## src/rtl/mem_access_unit_pkg.sv

```systemverilog
// Shared encodings for the MEM-stage memory access unit: access types,
// controller states and the alignment rule used by the optional check.
package mem_access_unit_pkg;

    localparam logic [2:0] MEM_TYPE_B  = 3'b000;
    localparam logic [2:0] MEM_TYPE_BU = 3'b001;
    localparam logic [2:0] MEM_TYPE_H  = 3'b010;
    localparam logic [2:0] MEM_TYPE_HU = 3'b011;
    localparam logic [2:0] MEM_TYPE_W  = 3'b100;

    typedef enum logic [1:0] {
        MAU_IDLE = 2'd0,
        MAU_BUSY = 2'd1,
        MAU_DONE = 2'd2
    } mau_state_t;

    // Halfwords need addr[0]=0, words need addr[1:0]=0; bytes are always aligned.
    function automatic logic mem_misaligned(input logic [2:0] mem_type, input logic [1:0] offset);
        logic bad;
        bad = 1'b0;
        case (mem_type)
            MEM_TYPE_B, MEM_TYPE_BU: bad = 1'b0;
            MEM_TYPE_H, MEM_TYPE_HU: bad = offset[0];
            default:                 bad = |offset;
        endcase
        return bad;
    endfunction

endpackage

```

## src/rtl/mem_access_unit_lane_align.sv

```systemverilog
// Combinational lane steering: byte enables, replicated store data and
// sign/zero-extended load data for a little-endian 32-bit data port.
module mem_lane_align
    import mem_access_unit_pkg::*;
(
    input  logic [2:0]  mem_type,
    input  logic [1:0]  offset,
    input  logic [31:0] store_data,
    input  logic [31:0] load_word,
    output logic [3:0]  byte_en,
    output logic [31:0] wdata,
    output logic [31:0] load_data
);

    logic [31:0] byte_shifted;
    logic [7:0]  load_byte;
    logic [15:0] load_half;

    assign byte_shifted = load_word >> {offset, 3'b000};
    assign load_byte    = byte_shifted[7:0];
    // Only addr[1] selects a halfword; a set addr[0] is truncated away.
    assign load_half    = offset[1] ? load_word[31:16] : load_word[15:0];

    always_comb begin
        byte_en   = 4'b1111;
        wdata     = store_data;
        load_data = load_word;
        case (mem_type)
            MEM_TYPE_B, MEM_TYPE_BU: begin
                byte_en   = 4'b0001 << offset;
                wdata     = {4{store_data[7:0]}};
                load_data = (mem_type == MEM_TYPE_B) ? {{24{load_byte[7]}}, load_byte}
                                                     : {24'd0, load_byte};
            end
            MEM_TYPE_H, MEM_TYPE_HU: begin
                byte_en   = 4'b0011 << {offset[1], 1'b0};
                wdata     = {2{store_data[15:0]}};
                load_data = (mem_type == MEM_TYPE_H) ? {{16{load_half[15]}}, load_half}
                                                     : {16'd0, load_half};
            end
            default: begin
                byte_en   = 4'b1111;
                wdata     = store_data;
                load_data = load_word;
            end
        endcase
    end

endmodule

```

## src/rtl/mem_access_unit.sv

```systemverilog
// MEM-stage memory access unit: handshaked RAM access with stall and timeout.
// Optional MEM_ALIGN_CHECK_EN adds addr_err and skips misaligned accesses.
module mem_access_unit
    import mem_access_unit_pkg::*;
#(
    parameter int unsigned TIMEOUT_CYCLES = 64,
    parameter int unsigned ADDR_WIDTH     = 32
) (
    input  logic                  clk,
    input  logic                  rst,
    input  logic                  cpu_ren,
    input  logic                  cpu_wen,
    input  logic [2:0]            cpu_type,
    input  logic [ADDR_WIDTH-1:0] cpu_addr,
    input  logic [31:0]           cpu_dout,
    output logic [31:0]           cpu_din,
    output logic                  stall,
    output logic                  bus_err,
    output logic                  ram_cs,
    output logic                  ram_we,
    output logic [3:0]            ram_be,
    output logic [ADDR_WIDTH-1:0] ram_addr,
    output logic [31:0]           ram_wdata,
    input  logic [31:0]           ram_rdata,
    input  logic                  ram_ack
`ifdef MEM_ALIGN_CHECK_EN
    ,
    output logic                  addr_err
`endif
);

    localparam int unsigned     CNT_W    = $clog2(TIMEOUT_CYCLES) + 1;
    localparam logic [CNT_W-1:0] CNT_LAST = CNT_W'(TIMEOUT_CYCLES - 1);

    mau_state_t              state;
    logic [CNT_W-1:0]        tmo_cnt;
    logic [2:0]              lat_type;
    logic [1:0]              lat_off;
    logic [ADDR_WIDTH-3:0]   lat_word;
    logic [31:0]             lat_dout;
    logic                    lat_we;

    logic                    req;
    logic                    busy;
    logic [3:0]              lane_be;
    logic [31:0]             lane_wdata;
    logic [31:0]             lane_load;

    assign req  = cpu_ren | cpu_wen;
    assign busy = (state == MAU_BUSY);

    mem_lane_align u_lane_align (
        .mem_type   (lat_type),
        .offset     (lat_off),
        .store_data (lat_dout),
        .load_word  (ram_rdata),
        .byte_en    (lane_be),
        .wdata      (lane_wdata),
        .load_data  (lane_load)
    );

    // RAM side is a pure decode of registered state, gated so idle outputs read 0.
    assign ram_cs    = busy;
    assign ram_we    = busy & lat_we;
    assign ram_be    = busy ? lane_be : '0;
    assign ram_addr  = busy ? {lat_word, 2'b00} : '0;
    assign ram_wdata = busy ? lane_wdata : '0;
    assign stall     = (state == MAU_IDLE) ? req : busy;

    always_ff @(posedge clk) begin
        if (rst) begin
            state    <= MAU_IDLE;
            tmo_cnt  <= '0;
            lat_type <= '0;
            lat_off  <= '0;
            lat_word <= '0;
            lat_dout <= '0;
            lat_we   <= 1'b0;
            cpu_din  <= '0;
            bus_err  <= 1'b0;
`ifdef MEM_ALIGN_CHECK_EN
            addr_err <= 1'b0;
`endif
        end else begin
            bus_err <= 1'b0;
`ifdef MEM_ALIGN_CHECK_EN
            addr_err <= 1'b0;
`endif
            case (state)
                MAU_IDLE: begin
                    if (req) begin
                        lat_type <= cpu_type;
                        lat_off  <= cpu_addr[1:0];
                        lat_word <= cpu_addr[ADDR_WIDTH-1:2];
                        lat_dout <= cpu_dout;
                        lat_we   <= cpu_wen & ~cpu_ren;
                        tmo_cnt  <= '0;
`ifdef MEM_ALIGN_CHECK_EN
                        if (mem_misaligned(cpu_type, cpu_addr[1:0])) begin
                            cpu_din  <= '0;
                            addr_err <= 1'b1;
                            state    <= MAU_DONE;
                        end else begin
                            state    <= MAU_BUSY;
                        end
`else
                        state <= MAU_BUSY;
`endif
                    end
                end
                MAU_BUSY: begin
                    if (ram_ack) begin
                        cpu_din <= lane_load;
                        state   <= MAU_DONE;
                    end else if (tmo_cnt == CNT_LAST) begin
                        cpu_din <= '0;
                        bus_err <= 1'b1;
                        state   <= MAU_DONE;
                    end else begin
                        tmo_cnt <= tmo_cnt + 1'b1;
                    end
                end
                MAU_DONE: state <= MAU_IDLE;
                default:  state <= MAU_IDLE;
            endcase
        end
    end

endmodule

```

## config.mk

```make
export PLATFORM = sky130hd
export DESIGN_NAME = mem_access_unit
export DESIGN_NICKNAME = d
export VERILOG_FILES = /design/src/rtl/mem_access_unit_pkg.sv /design/src/rtl/mem_access_unit_lane_align.sv /design/src/rtl/mem_access_unit.sv
export SDC_FILE = /design/constraint.sdc
export NUM_CORES = 1
export LEC_CHECK = 0
export ABC_AREA = 0
export CAP_MARGIN = 20
export CORE_MARGIN = 5
export CORE_UTILIZATION = 44
export CTS_BUF_LIST = sky130_fd_sc_hd__clkbuf_4
export DETAILED_ROUTE_END_ITERATION = 10
export DONT_BUFFER_PORTS = 1
export MAX_ROUTING_LAYER = met4
export PLACE_DENSITY = 0.6
export SKIP_LAST_GASP = 1
export SYNTH_ARGS = -nofsm -noshare
export SYNTH_HDL_FRONTEND = slang
export SYNTH_SLANG_ARGS = --single-unit
```

## constraint.sdc

```tcl
create_clock -name clk -period 3.35 [get_ports clk]
set_input_delay 0.335 -clock clk [delete_from_list [all_inputs] [get_ports clk]]
set_output_delay 0.335 -clock clk [all_outputs]
set_load 0.005 [all_outputs]
```

### Word level (Yosys, flattened, before mapping)

Index checks and enable logic that the tools add are counted.

| storage, ports and cells | value |
|---|---|
| flip-flop bits (word level) | 110 |
| input bits | 104 |
| output and inout bits | 104 |
| word-level logic and storage cells | 59 |

| operators by class | value |
|---|---|
| add/subtract/negate cells | 1 |
| equal/unequal tests | 9 |
| shift operators | 3 |
| multiplexer cells | 21 |
| bitwise gates (word level) | 5 |
| reduce and logical (&&, ||, !) cells | 11 |

Operators with widths:

| operator | number |
|---|---|
| $mux 32 | 6 |
| $pmux 32 s2 | 2 |
| $shr 32x5->8 | 1 |
| $mux 7 | 3 |
| $mux 16 | 1 |
| $pmux 7 s2 | 1 |
| $pmux 4 s2 | 1 |
| $add 7x1->7 const B | 1 |
| $eq 7x6->1 const B | 1 |
| $eq 3x2->1 const B | 2 |
| $mux 2 | 3 |
| $ne 2x2->1 const B | 3 |
| $reduce_and 2->1 | 3 |
| $mux 4 | 1 |
| $pmux 2 s2 | 1 |
| $reduce_and 4->1 | 1 |
| $reduce_bool 2->1 | 2 |
| $reduce_or 2->1 | 2 |
| $shl 1x2->4 const A | 1 |
| $shl 2x2->4 const A | 1 |
| $eq 3x1->1 const B | 1 |
| $logic_not 3->1 | 1 |
| $ne 3x2->1 const B | 1 |
| $reduce_or 3->1 | 1 |
| other kinds (6) | 9 |

### Longest topological paths before layout

Gate-level depths: netlist (run 1).

| depth | value |
|---|---|
| word-level depth | 4 |
| gate-level depth with buffers | 7 |

### Cells and area by module

From an unflattened synthesis (run 1), not the netlist that was laid out.

| second synthesis, totals | value |
|---|---|
| cell total of the unflattened synthesis | 706 |
| area total of the unflattened synthesis | 5,621.6 µm² |

By module, submodules not included:

| module | instances | cells an instance | area an instance (µm²) |
|---|---|---|---|
| mem_access_unit | 1 | 535 | 4,330.4 |
| mem_lane_align | 1 | 171 | 1,291.2 |

### Worst setup path after synthesis (run 1)

No wires, ideal clock.

| timing | value |
|---|---|
| path type | reg-to-reg |
| start point | reg tmo_cnt[0] |
| end point | reg cpu_din[17] |
| data arrival time | 1.702 ns |
| required time | 3.228 ns |
| path slack | 1.526 ns |
| stages on the path, launching flop included | 7 |
| path buffers | 1 |
| cells stage by stage | dfxtp_1 > ha_1 > nand4_1 > o41ai_4 > nor2_4 > buf_6 > a221o_1 |

| between the ends | value |
|---|---|
| cells in the longest elaborated chain, start to end | 3 |

RTL lines:

| item | line | RTL |
|---|---|---|
| start: declaration | mem_access_unit.sv:36 | `logic [CNT_W-1:0] tmo_cnt;` |
| start signal: assignment | mem_access_unit.sv:120 | `tmo_cnt <= tmo_cnt + 1'b1;` |
| $eq 7x6->1 | mem_access_unit.sv:115 | `end else if (tmo_cnt == CNT_LAST) begin` |
| $reduce_bool 2->1 (no line) | n/a |  |
| $reduce_and 2->1 (no line) | n/a |  |
| end signal: assignment | mem_access_unit.sv:113 | `cpu_din <= lane_load;` |
| end: declaration | mem_access_unit.sv:16 | `output logic [31:0] cpu_din,` |

No other way between the ends.
A chain may end at the register's enable or synchronous reset.

### Final worst setup path (run 1)

| timing | value |
|---|---|
| start point | reg state[1] |
| end point | out ram_we |

| between the ends | value |
|---|---|
| cells in the longest elaborated chain, start to end | 2 |

RTL lines:

| item | line | RTL |
|---|---|---|
| start: declaration | mem_access_unit.sv:35 | `mau_state_t state;` |
| start signal: assignment | mem_access_unit.sv:72 | `state <= MAU_IDLE;` |
| start signal: assignment | mem_access_unit.sv:107 | `state <= MAU_BUSY;` |
| start signal: assignment | mem_access_unit.sv:114 | `state <= MAU_DONE;` |
| $eq 2x1->1 | mem_access_unit.sv:50 | `assign busy = (state == MAU_BUSY);` |
| $and 1x1->1 | mem_access_unit.sv:64 | `assign ram_we = busy & lat_we;` |
| end: declaration | mem_access_unit.sv:20 | `output logic ram_we,` |

No other way between the ends.

==> results of run 1 <==
==> cells in the final DEF (no fill, tap or decap), types with 4 or more instances in the layout <==
master         count
a221o_1           16
mux2_2             9
o21ai_0           19
nand3_1            5
nand2b_1           5
dfxtp_1          109
dlygate4sd3_1     84
nand2_1          155
clkbuf_4          11
and2_1            40
a21oi_1           97
a21boi_0           9
buf_4              9
o221ai_1           4
o311a_1            5
mux2i_1           22
inv_1              6
o2bb2ai_1          8
nor2_1            34
==> kinds of logic after synthesis <==
family                   Yosys count  synth area share [%]
AND/OR/NAND/NOR                  260                  22.9
AO/OA/AOI/OAI                    172                  21.6
flip-flops                       110                  43.0
buffers and inverters             61                  5.50
multiplexers                      32                  6.72
adder cells (fa/ha/maj)            1                 0.244
other                              1                0.0732
==> metal layers <==
layer  global-route usage, %  wire length, µm  vias up
li1                        -                -     2289
met1                    26.3             6420     2196
met2                    36.2             7470      195
met3                    7.50             1210       40
met4                    7.74              442        0
met5                       -                0        -
==> worst max-delay path, cell delays in order, from the launching register on <==
cell,delay (ns)
dfxtp_1,0.38
nand2b_1,0.63
clkinv_1,0.42
buf_4,0.37
and2_1,0.23
==> path summary, 6_finish.rpt <==
check	from	to	slack [ns]	cells past startpoint
setup / recovery	state[1]	ram_we	0.51	4
hold / removal	cpu_wen	lat_we	0.05	2
hold reg to reg	lat_word[14]	lat_word[14]	0.46	2
setup reg to reg	state[1]	cpu_din[31]	1.02	5
==> registers in the layout (all words and copies together), names as in the netlist <==
| signal | flops |
|---|---|
| lat_dout | 32 |
| cpu_din | 32 |
| bus_err | 1 |
| lat_off | 2 |
| tmo_cnt | 7 |
| lat_type | 3 |
| lat_we | 1 |
| lat_word | 30 |
| state | 2 |
==> Yosys cell counts, drive strengths merged, types with 3 or more instances <==
master / number
buf: 22
and2: 41
o2bb2ai: 8
dfxtp: 110
nand2: 156
a21oi: 97
nand2b: 5
o21ai: 19
nand3: 5
o221ai: 4
a221o: 16
mux2i: 22
a21boi: 9
inv: 6
mux2: 9
nor2b: 3
a311oi: 3
clkbuf: 32
nor2: 35
o311a: 5
==> power by group <==
part           switching, mW  internal [mW]
Sequential            0.0785           1.40
Clock                  0.424          0.165
Combinational          0.291          0.216
Total                  0.793           1.78
==> area by class of cell <==
type                            instances  area (µm²)
Sequential cell                       110        2200
Tap cell                              143         179
Multi-Input combinational cell        467        2640
Clock buffer                           11        82.6
Timing Repair Buffer                   94         936
Inverter                                7        26.3
Clock inverter                          5        26.3
Fill cell                            1061        5320
==> timing repair <==
item | in CTS | in global routing
hold buffers | 85 | 0
setup endpoints to repair | 0 | 0
hold endpoints to repair | 94 | 0
==> impl_metrics.env, run 1 <==
export IMPL_status="finished, final reports clean"
export IMPL_ir_worst_vdd_uv=351
export IMPL_seq_area_frac_synth_pct=43.0
export IMPL_grt_setup_unrepaired="no"
export IMPL_power_total_mw=2.57
export IMPL_htreeDepth=3
export IMPL_route_detailed_wl_per_inst_um=18.6
export IMPL_globalplace_congestion=0.840
export IMPL_rows=39
export IMPL_finalHoldWorstSlack_ns=0.0452
export IMPL_worstMarginPinSlew_ns=0.787
export IMPL_wl_mm=15.5
export IMPL_synth_top_area_share_pct=43.0
export IMPL_post_cts_buffers=0
export IMPL_ys_warn_count=0
export IMPL_grt_max_degree=79
export IMPL_die_area_mm2=0.0139
export IMPL_crit_type="register to primary output"
export IMPL_cap_violations=0
export IMPL_worstPathRequired_ns=3.01
export IMPL_fmaxAchievable_ghz=0.352
export IMPL_clk_path_buf_depth=2
export IMPL_coreArea_mm2=0.0114
export IMPL_diodes=0
export IMPL_avgSynthCellArea_um2=8.04
export IMPL_grtUsageTotal_pct=22.5
export IMPL_cp_end_kind="primary output"
export IMPL_cts_root_buffer="clkbuf_4"
export IMPL_tritoncts="done"
export IMPL_grt_pass1_vias=4679
export IMPL_grt_ovfl_total=0
export IMPL_vias=4720
export IMPL_cts_buffers=9
export IMPL_period_needed_ns=2.84
export IMPL_clock_latency_ns=0.47
export IMPL_via_per_inst=5.64
export IMPL_worst_slack_ns=0.512
export IMPL_max_slew_margin_pct=47.3
export IMPL_report_final_slew_viol_count=0
export IMPL_post_dp_cell_area_mm2=0.00512
export IMPL_p_per_area_mw_per_mm2=422
export IMPL_arrival_ns=2.50
export IMPL_area_growth_pct=19.1
export IMPL_crit_path_start_kind="register"
export IMPL_final_cell_count_no_fill=837
export IMPL_synth_area_leaders="dfxtp_1, nand2_1, a21oi_1"
export IMPL_synthCells=637
export IMPL_initial_core_util_pct=44.8
export IMPL_hold_viol=0
export IMPL_die_height_um=118
export IMPL_cts_clk_slew_worst_paths_ns=0.17
export IMPL_min_period_over_period_pct=84.7
export IMPL_finalSetupViolations=0
export IMPL_synth_area_leader_cell="dfxtp_1"
export IMPL_dpl_hpwl_mm=10.2
export IMPL_min_path_type="input port to register"
export IMPL_synthArstFlopShare_pct=0
export IMPL_cts_sinks=110
export IMPL_io_buffers=0
export IMPL_ios=208
export IMPL_antenna_left=0
export IMPL_nets=794
export IMPL_antenna_found_initial=0
export IMPL_fin_setup_tns_ns=0
export IMPL_place_ws_ns=1.01
export IMPL_p_leak_nw=2.24
export IMPL_netlist_area_mm2=0.00512
export IMPL_drive_gt1_share_pct=5.91
export IMPL_design_area_mm2=0.00610
export IMPL_placed_cells=736
export IMPL_cp_max_fo=40
export IMPL_initialDrtViolationCount=279
export IMPL_synth_edf_count=0
export IMPL_grt_pass1_wl_mm=25.0
export IMPL_die_w_um=118
export IMPL_drt_pass1_iterations=4
export IMPL_synth_cell_types=48
export IMPL_final_util_pct=53.4
export IMPL_synth_flop_cell="dfxtp_1"
export IMPL_ys_ff_latch=110
export IMPL_drt_drc_violations_left=0
export IMPL_cts_resized=0
export IMPL_skew_ns=0.0169
Note: power is estimated with default switching activity, not from simulation.
==> inputs of run 2 (changes only) <==
==> constraint.sdc (replaced) <==
create_clock -name clk -period 2.7 [get_ports clk]
set_input_delay 0.27 -clock clk [delete_from_list [all_inputs] [get_ports clk]]
set_output_delay 0.27 -clock clk [all_outputs]
set_load 0.005 [all_outputs]
==> run 2 against run 1 <==
Against the previous run:
- cell count rose by 1.7%
- hold slack improved by 0.0028 ns
- critical path depth fell by 1
- register-to-register slack got worse by 0.64 ns
- largest power group unchanged
==> impl_metrics.env, run 2 (same netlist as run 1, synthesis figures left out) <==
export IMPL_die_w_um=118
export IMPL_tritoncts="done"
export IMPL_cp_max_fo=14
export IMPL_nets=808
export IMPL_crit_type="register to primary output"
export IMPL_grt_max_degree=80
export IMPL_regArea_mm2=0.00220
export IMPL_power_total_mw=3.24
export IMPL_ios=208
export IMPL_fin_setup_tns_ns=0
export IMPL_grt_pass1_vias=4784
export IMPL_cp_depth=3
export IMPL_antenna_found_initial=0
export IMPL_worstPathRequired_ns=2.43
export IMPL_place_ws_ns=0.676
export IMPL_gr_usage_met2_pct=37.9
export IMPL_worstSetupEndpoint="ram_be[0]"
export IMPL_placed_cells=738
export IMPL_clk_path_buf_depth=2
export IMPL_met1_usage_pct=27.2
export IMPL_r2r_cells=6
export IMPL_dpl_hpwl_mm=10.5
export IMPL_num_fill_cells=1086
export IMPL_use_met3_pct=6.25
export IMPL_arrival_ns=2.09
export IMPL_hold_viol=0
export IMPL_p_per_area_mw_per_mm2=518
export IMPL_startpoint="lat_type[1]"
export IMPL_design_area_mm2=0.00625
export IMPL_ir_worst_vdd_uv=337
export IMPL_min_path_type="input port to register"
export IMPL_initial_core_util_pct=44.8
export IMPL_die_height_um=118
export IMPL_area_growth_pct=22.1
export IMPL_cts_resized=0
export IMPL_antenna_left=0
export IMPL_via_per_inst=5.67
export IMPL_worst_slack_ns=0.337
export IMPL_final_cell_count_no_fill=851
export IMPL_coreArea_mm2=0.0114
export IMPL_drive_gt1_share_pct=6.07
export IMPL_cts_sinks=110
export IMPL_crit_path_start_kind="register"
export IMPL_crit_family="simple AND/OR/NAND/NOR gates"
export IMPL_grt_busiest_layer="met2"
export IMPL_globalplace_congestion=0.848
export IMPL_final_common_cell="nand2_1"
export IMPL_rr_endpoint="lat_dout[0]"
export IMPL_clkPwrFrac_pct=23.0
export IMPL_post_cts_buffers=0
export IMPL_period_needed_ns=2.36
export IMPL_cts_clk_slew_worst_paths_ns=0.18
export IMPL_hold_start="rst"
export IMPL_cpPeakStageDelay_ns=0.62
export IMPL_post_dp_cell_area_mm2=0.00515
export IMPL_status="finished, final reports clean"
export IMPL_r2r_setup_slack_ns=0.38
export IMPL_finalHoldWorstSlack_ns=0.0480
export IMPL_grt_setup_unrepaired="no"
export IMPL_cap_violations=0
export IMPL_vias=4823
export IMPL_io_buffers=0
export IMPL_cts_root_buffer="clkbuf_4"
export IMPL_max_slew_margin_pct=48.4
export IMPL_skew_ns=0.0247
export IMPL_p_sw_mw=1.02
export IMPL_p_comb_share_pct=20.5
export IMPL_cp_end_kind="primary output"
export IMPL_final_cell_mix="nand2_1, dfxtp_1, a21oi_1, dlygate4sd3_1, and2_1"
export IMPL_drt_pass1_iterations=5
export IMPL_top_regs="cpu_din x32, lat_dout x32, lat_word x30"
export IMPL_cp_cell_sequence="nand2b_1, a21oi_1, nor2_1"
export IMPL_multi_input_area_mm2=0.00264
export IMPL_report_final_slew_viol_count=0
export IMPL_cp_num_buf_inv=0
export IMPL_crit_slowest_cell="dfxtp_1"
export IMPL_grt_pass1_wl_mm=25.5
export IMPL_final_util_pct=54.7
export IMPL_intPower_mw=2.22
export IMPL_drt_drc_violations_left=0
export IMPL_worstMarginPinSlew_ns=0.771
export IMPL_die_area_mm2=0.0139
export IMPL_swShare_pct=31.4
export IMPL_grtUsageTotal_pct=23.1
export IMPL_rows=39
export IMPL_cts_buffers=9
export IMPL_grt_ovfl_total=0
export IMPL_fmaxAchievable_ghz=0.423
export IMPL_diodes=0
export IMPL_p_leak_nw=2.30
export IMPL_clock_latency_ns=0.49
export IMPL_htreeDepth=3
export IMPL_hold_buffers=97
export IMPL_p_seq_share_pct=56.5
export IMPL_route_detailed_wl_per_inst_um=18.7
export IMPL_finalSetupViolations=0
export IMPL_min_period_over_period_pct=87.5
export IMPL_initialDrtViolationCount=265
export IMPL_worstReg2RegStart="state[0]"
export IMPL_wl_mm=16.0
## run 2: changes by cell type in the layout (fill, tap and decap cells not counted), sizes merged
cell | previous run | this run
buf | 10 | 12
clkbuf | 11 | 10
clkinvlp | 0 | 3
clkinv | 6 | 4
dlygate4sd3 | 84 | 96
## run 2: cell type report
cell class | count | share of cell area (%)
Inverter | 7 | 0.420
Clock inverter | 6 | 0.621
Timing Repair Buffer | 108 | 17.3
Sequential cell | 110 | 35.3
Clock buffer | 10 | 1.20
Tap cell | 143 | 2.86
Multi-Input combinational cell | 467 | 42.3
## run 2: power by group through the flow
stage | registers, mW | clock network (mW) | logic, mW
4_1_cts | 1.83 | 0.762 | 0.661
3_5_place_dp | 1.87 | 0 | 0.519
3_3_place_gp | 1.86 | 0 | 0.507
2_1_floorplan | 1.83 | 0 | 0.442
5_1_grt | 1.85 | 0.844 | 0.739
6_report | 1.83 | 0.746 | 0.664
## run 2: worst min path at each step
stage                        endpoint  slack [ns]  depth (start not counted)
after floorplan                lat_we        0.37                          1
after global placement    lat_type[2]        0.35                          1
after detailed placement  lat_type[2]        0.35                          1
after CTS                  cpu_din[2]        0.01                          2
after global routing       cpu_din[8]       0.009                          2
final                      cpu_din[8]        0.05                          2
## run 2: metal layers
metal / up-vias / share of wire, %
met3: 26 / 7.4
met4: 0 / 2.2
met1: 2280 / 41
met2: 202 / 50
li1: 2315 / -
met5: - / 0
